[config.mk]
export PLATFORM = sky130hd
export DESIGN_NAME = serial_adder
export DESIGN_NICKNAME = d
export VERILOG_FILES = /design/src/rtl/serial_adder_pkg.sv /design/src/rtl/serial_adder_fa_cell.sv /design/src/rtl/serial_adder.sv
export SDC_FILE = /design/constraint.sdc
export NUM_CORES = 1
export LEC_CHECK = 0
export CAP_MARGIN = 20
export CELL_PAD_IN_SITES_DETAIL_PLACEMENT = 1
export CELL_PAD_IN_SITES_GLOBAL_PLACEMENT = 2
export CORE_MARGIN = 3
export CORE_UTILIZATION = 28
export CTS_BUF_LIST = sky130_fd_sc_hd__clkbuf_8
export DETAILED_ROUTE_END_ITERATION = 8
export GPL_ROUTABILITY_DRIVEN = 0
export PLACE_DENSITY = 0.78
export SLEW_MARGIN = 20
export SYNTH_ARGS = -nofsm -noshare
export SYNTH_HDL_FRONTEND = slang
export SYNTH_SLANG_ARGS = --single-unit
[constraint.sdc]
create_clock -name clk -period 1.5 [get_ports clk]
set_clock_uncertainty 0.2 [all_clocks]
set_input_delay 0.3 -clock clk [delete_from_list [all_inputs] [get_ports clk]]
set_output_delay 0.3 -clock clk [all_outputs]
set_load 0.1 [all_outputs]
[src/rtl/serial_adder_pkg.sv]
// Shared types and constants for the bit-serial adder.
package serial_adder_pkg;

  localparam int DEFAULT_WIDTH = 8;

  typedef enum logic [1:0] {
    IDLE  = 2'd0,
    SHIFT = 2'd1,
    DONE  = 2'd2
  } state_e;

endpackage

[src/rtl/serial_adder_fa_cell.sv]
// One-bit full-adder cell: y0 is the sum bit, y1 is the majority carry.
module fa_cell (
  input  logic a,
  input  logic b,
  input  logic c,
  output logic y0,
  output logic y1
);

  assign y0 = a ^ b ^ c;
  assign y1 = (a & b) | (a & c) | (b & c);

endmodule

[src/rtl/serial_adder.sv]
// Bit-serial WIDTH-bit adder that processes one bit per clock, LSB first,
// with a start/done handshake.
module serial_adder
  import serial_adder_pkg::*;
#(
  parameter int WIDTH = DEFAULT_WIDTH
) (
  input  logic             clk,
  input  logic             rst,
  input  logic             start,
  input  logic [WIDTH-1:0] op_a,
  input  logic [WIDTH-1:0] op_b,
  input  logic             cin,
  output logic             busy,
  output logic             done,
  output logic [WIDTH-1:0] sum,
  output logic             cout
);

  localparam int CW = $clog2(WIDTH);
  localparam logic [CW-1:0] LAST_BIT = CW'(WIDTH - 1);

  state_e           state_q, state_d;
  logic [WIDTH-1:0] a_sr_q, a_sr_d;
  logic [WIDTH-1:0] b_sr_q, b_sr_d;
  logic [WIDTH-1:0] s_sr_q, s_sr_d;
  logic [WIDTH-1:0] sum_q, sum_d;
  logic             carry_q, carry_d;
  logic             cout_q, cout_d;
  logic [CW-1:0]    cnt_q, cnt_d;
  logic             fa_sum, fa_carry;
  logic [WIDTH-1:0] s_sr_next;

  fa_cell u_fa (
    .a  (a_sr_q[0]),
    .b  (b_sr_q[0]),
    .c  (carry_q),
    .y0 (fa_sum),
    .y1 (fa_carry)
  );

  assign s_sr_next = {fa_sum, s_sr_q[WIDTH-1:1]};

  always_comb begin
    state_d = state_q;
    a_sr_d  = a_sr_q;
    b_sr_d  = b_sr_q;
    s_sr_d  = s_sr_q;
    sum_d   = sum_q;
    carry_d = carry_q;
    cout_d  = cout_q;
    cnt_d   = cnt_q;

    case (state_q)
      IDLE, DONE: begin
        if (start) begin
          state_d = SHIFT;
          a_sr_d  = op_a;
          b_sr_d  = op_b;
          carry_d = cin;
          cnt_d   = '0;
          s_sr_d  = '0;
        end else begin
          state_d = IDLE;
        end
      end
      SHIFT: begin
        a_sr_d  = a_sr_q >> 1;
        b_sr_d  = b_sr_q >> 1;
        s_sr_d  = s_sr_next;
        carry_d = fa_carry;
        // Counter stops at the last bit so it never wraps for power-of-two widths.
        if (cnt_q == LAST_BIT) begin
          sum_d   = s_sr_next;
          cout_d  = fa_carry;
          state_d = DONE;
        end else begin
          cnt_d = cnt_q + 1'b1;
        end
      end
      default: state_d = IDLE;
    endcase
  end

  always_ff @(posedge clk) begin
    if (rst) begin
      state_q <= IDLE;
      a_sr_q  <= '0;
      b_sr_q  <= '0;
      s_sr_q  <= '0;
      sum_q   <= '0;
      carry_q <= 1'b0;
      cout_q  <= 1'b0;
      cnt_q   <= '0;
    end else begin
      state_q <= state_d;
      a_sr_q  <= a_sr_d;
      b_sr_q  <= b_sr_d;
      s_sr_q  <= s_sr_d;
      sum_q   <= sum_d;
      carry_q <= carry_d;
      cout_q  <= cout_d;
      cnt_q   <= cnt_d;
    end
  end

  assign busy = (state_q == SHIFT);
  assign done = (state_q == DONE);
  assign sum  = sum_q;
  assign cout = cout_q;

endmodule

# Yosys cells after proc, flatten, opt, wreduce, memory -nomap -nowiden
# Cells that the tools add are included.
[totals]
ff_bits = 39
inputBits = 20
out_inout_bits = 11
elab_cells = 42
[op_classes]
n_addsub = 1
eq_ne = 6
mux = 14
bitwise_logic = 7
n_reduce_logical = 6
[op_table]
columns = ["op", "n"]
rows = [
  ["8-bit case mux with 2 select lines", 3],
  ["8-bit 2-to-1 mux", 3],
  ["3-bit 2-to-1 mux", 2],
  ["3-bit case mux with 2 select lines", 1],
  ["2-bit != test (second input constant)", 2],
  ["2-bit case mux with 2 select lines", 1],
  ["2-bit AND reduction", 2],
  ["3-bit by 1-bit adder with 3-bit output (second input constant)", 1],
  ["1-bit bitwise AND", 3],
  ["3-bit equality test (second input constant)", 1],
  ["3-bit AND reduction", 1],
  ["2-bit by 1-bit equality test with 1-bit output (second input constant)", 1],
  ["2-bit equality test (second input constant)", 1],
  ["2-bit logical NOT", 1],
  ["1-bit 2-to-1 mux", 2],
  ["2-bit 2-to-1 mux", 1],
  ["2-bit by 1-bit != test with 1-bit output (second input constant)", 1],
  ["1-bit bitwise OR", 2],
  ["1-bit case mux with 2 select lines", 1],
  ["2-bit nonzero test", 1],
  ["2-bit OR reduction", 1],
  ["1-bit bitwise XOR", 2],
]

# Depth between registers and ports, before layout
[logic_depth]
depth_word = 4
ltp_mapped = 6
mapped_depth_nobuf = 5

# By module
# Synthesis repeated with hierarchy kept, for this count alone.
[hier_totals]
cells_unflattened = 189
area_unflattened_um2 = 1580.3
[modules_own_cells]
columns = ["module", "n_inst", "cells_per_inst", "area_each_um2", "seq_area_each_um2"]
rows = [
  ["serial_adder", 1, 188, 1560.2, 760.7],
  ["fa_cell", 1, 1, 20.0, 0.0],
]

# Least setup slack after synthesis
# Ideal clock, no wire load.
[synth_timing]
kind = "register to output"
start = "register state_q[1]"
end = "output done"
arrival_time_ns = 1.699
t_required_ns = 1.000
path_slack_ns = -0.699
path_stages_with_launch = 2
path_buffers = 0
path_cell_list = "dfxtp_1 -> nor2b_1"
[synth_between]
elab_chain_cells = 1
[synth_rtl]
columns = ["element", "line_no", "text"]
rows = [
  ["start: declaration", "serial_adder.sv:23", "state_e state_q, state_d;"],
  ["start signal: assignment", "serial_adder.sv:96", "state_q <= state_d;"],
  ["2-bit equality test", "serial_adder.sv:108", "assign done = (state_q == DONE);"],
  ["end: declaration", "serial_adder.sv:15", "output logic done,"],
]
# No other way between the ends.

# Final worst setup path
[layout_timing]
start = "register state_q[1]"
end = "output busy"
[layout_between]
elab_chain_cells = 1
[layout_rtl]
columns = ["element", "line_no", "text"]
rows = [
  ["2-bit by 1-bit equality test with 1-bit output", "serial_adder.sv:107", "assign busy = (state_q == SHIFT);"],
  ["end: declaration", "serial_adder.sv:14", "output logic busy,"],
]
# No other way between the ends.

==> results.sh <==
export IMPL_path_max_fanout=4
export IMPL_cp_end_kind="output pin"
export IMPL_violations="setup timing"
export IMPL_fin_ws_ps=-27.2
export IMPL_rsz0062_at_grt="yes"
export IMPL_worstSetupPathType="flip-flop to output pin"
export IMPL_grt_pass1_wl_mm=6.63
export IMPL_setup_tns_ps=-87.0
export IMPL_layout_commonest_cell="nand2_1"
export IMPL_antenna_found_initial=0
export IMPL_cts_tree="done"
export IMPL_grt_max_degree=40
export IMPL_hold_path_startpoint="a_sr_q[7]"
export IMPL_syn_nets=212
export IMPL_regToRegSetupSlack_ps=-20
export IMPL_ir_drop_v=0.000391
export IMPL_fin_crit_sh_pct=102
export IMPL_wire_per_inst_um=14.2
export IMPL_vias_per_cell=4.84
export IMPL_hpwl_mm=2.56
export IMPL_cts_root_buf="clkbuf_8"
export IMPL_r2r_start="cnt_q[1]"
export IMPL_start_util_pct=29.9
export IMPL_p_leak_nw=0.888
export IMPL_hp_class="flip-flop to flip-flop"
export IMPL_antenna_cells=0
export IMPL_synth_area_top_cells="dfxtp_1, nand2_1, a21oi_1"
export IMPL_clockBufferDepth=2
export IMPL_syn_to_final_growth_pct=52.9
export IMPL_rows=26
export IMPL_power_density_nw_per_um2=917
export IMPL_ys_flop_type="dfxtp_1"
export IMPL_setup_violations=8
export IMPL_seq_area_sq_um=771
export IMPL_final_layout_size_suffix_gt1_share_pct=27.9
export IMPL_hold_viol=0
export IMPL_ant_nets=0
export IMPL_synth_warnings=0
export IMPL_cp_start_kind="flip-flop"
export IMPL_cp_slowest_cell="dfxtp_2"
export IMPL_synth_top_area_cell="dfxtp_1"
export IMPL_coreArea_sq_um=5300
export IMPL_worst_hold_path_endpoint="a_sr_q[7]"
export IMPL_worst_pin_slew_ps=233
export IMPL_cts_buffers=5
export IMPL_synth_edf_count=0
export IMPL_vias=1467
export IMPL_pre_cts_ws_ps=-319
export IMPL_die_y_um=81.2
export IMPL_drc=0
export IMPL_fmax_ghz=0.655
export IMPL_cp_cell_sequence="nand2b_4 > clkinv_4 > buf_12"
export IMPL_cts_sinks=38
export IMPL_ys_seq_area_share_pct=48.0
export IMPL_worstHoldPathCells=2
export IMPL_dr_first_iter_drc_count=59
export IMPL_wl_mm=4.30
export IMPL_reg2reg_depth=5
export IMPL_async_reset_ff_share_pct=0
export IMPL_maxSlewViolCount=0
export IMPL_drv_cap=0
export IMPL_fillerInstances=597
export IMPL_cpLargestDelayFamily="flip-flops"
export IMPL_ioPinCount=31
export IMPL_cp_arrival_ps=1030
export IMPL_clk_pin_slew_ps=80
export IMPL_status="complete, but fails checks"
export IMPL_insertion_delay_ps=290
export IMPL_cp_required_ps=1000
export IMPL_timing_hold_ws_ps=273
export IMPL_h_tree_depth=2
export IMPL_netlist_area_leader_share_pct=48.0
export IMPL_die_area_sq_um=6600
export IMPL_nNetsFinal=255
export IMPL_final_cell_mix="nand2_1, dfxtp_1, a21oi_1"
export IMPL_grtUsageTotal_pct=13.0
export IMPL_netlist_area_sq_um=1590
export IMPL_multi_input_area_sq_um=822
export IMPL_die_x_um=81.2
export IMPL_port_buffer_count=30
export IMPL_synthCells=189
export IMPL_finalCriticalPeriod_ps=1530
export IMPL_grt_remaining_overflow=0
export IMPL_slew_headroom_pct=84.4
export IMPL_first_pass_iters=2
export IMPL_ys_types=20
export IMPL_first_global_vias=1385
export IMPL_syn_avg_cell_area_sq_um=8.39
export IMPL_cp_slowest_stage_delay_ps=360
export IMPL_critPathBufInv=2
export IMPL_synth_seq_cells=38
export IMPL_r2r_end="cnt_q[2]"
## Yosys cell counts, types with 2 or more instances
cell type,count
buf_4,3
nand2b_1,3
clkbuf_1,4
dfxtp_1,38
a311oi_2,7
nand2_1,50
a311oi_1,8
ha_1,2
nand3_1,21
buf_2,6
a21oi_1,22
nor2b_1,2
nor2_1,16
## registers in the layout, summed over array words and instances, names as in the netlist
name     cells
a_sr_q       8
b_sr_q       8
carry_q      1
cnt_q        3
cout         1
s_sr_q       7
state_q      2
sum          8
## how the worst max path moves through the flow
stage	start	endpoint	depth (start not counted)
after floorplan	state_q[1]	done	1
after global placement	start	b_sr_q[4]	5
after detailed placement	start	a_sr_q[5]	5
after CTS	cnt_q[0]	cnt_q[2]	5
after global routing	state_q[1]	busy	3
final	state_q[1]	busy	3
## repair_timing
action                     in CTS  in global routing
pin swaps                       7                  3
hold buffers                    0                  0
gates cloned                    0                  3
setup endpoints to repair      16                 30
setup buffers                   4                  2
resized for setup              18                 10
## cell type report
class / instances / share of cell area [%]
Timing Repair Buffer: 51 / 26.4
Sequential cell: 38 / 31.8
Clock buffer: 6 / 3.41
Tap cell: 70 / 3.61
Inverter: 1 / 0.361
Multi-Input combinational cell: 135 / 33.9
Clock inverter: 2 / 0.516
## tightest hold or removal path: cells and delay by family, from the launching register on
kind	cells	cell delay [ps]
AO/OA/AOI/OAI	1	60
flip-flops	1	320
AND/OR/NAND/NOR	1	60
## kinds of logic (layout without fill, tap and decap cells)
group                    after synthesis  in the layout  share of synthesized area, %
flip-flops                            38             38                          48.0
buffers and inverters                 16             60                          5.45
adder cells (fa/ha/maj)                3              3                          2.84
AO/OA/AOI/OAI                         37             37                          18.0
AND/OR/NAND/NOR                       95             95                          25.7
## routing by layer
metal | vias up | GRT usage, % | share of wire (%)
li1 | 735 | - | -
met1 | 697 | 15.4 | 46
met2 | 30 | 22.4 | 50
met3 | 5 | 3.66 | 3.3
met4 | 0 | 4.56 | 1.1
met5 | - | 0 | 0
## per-stage QoR
step / power [mW] / std cells / area (sq um) / util, %
4_1_cts: 2.21 / 298 / 2340 / 44.1
5_1_grt: 2.34 / 303 / 2420 / 45.7
6_report: 2.22 / 303 / 2420 / 45.7
3_5_place_dp: 1.44 / 286 / 2150 / 40.5
2_1_floorplan: 1.31 / 189 / 1600 / -
3_3_place_gp: 1.44 / 286 / 2150 / 40.5
## where the power goes
part           internal [mW]  switching [mW]
registers               1.06          0.0375
logic                  0.189           0.194
clock network          0.370           0.374
total                   1.62           0.606
(Power assumes the default switching activity.)
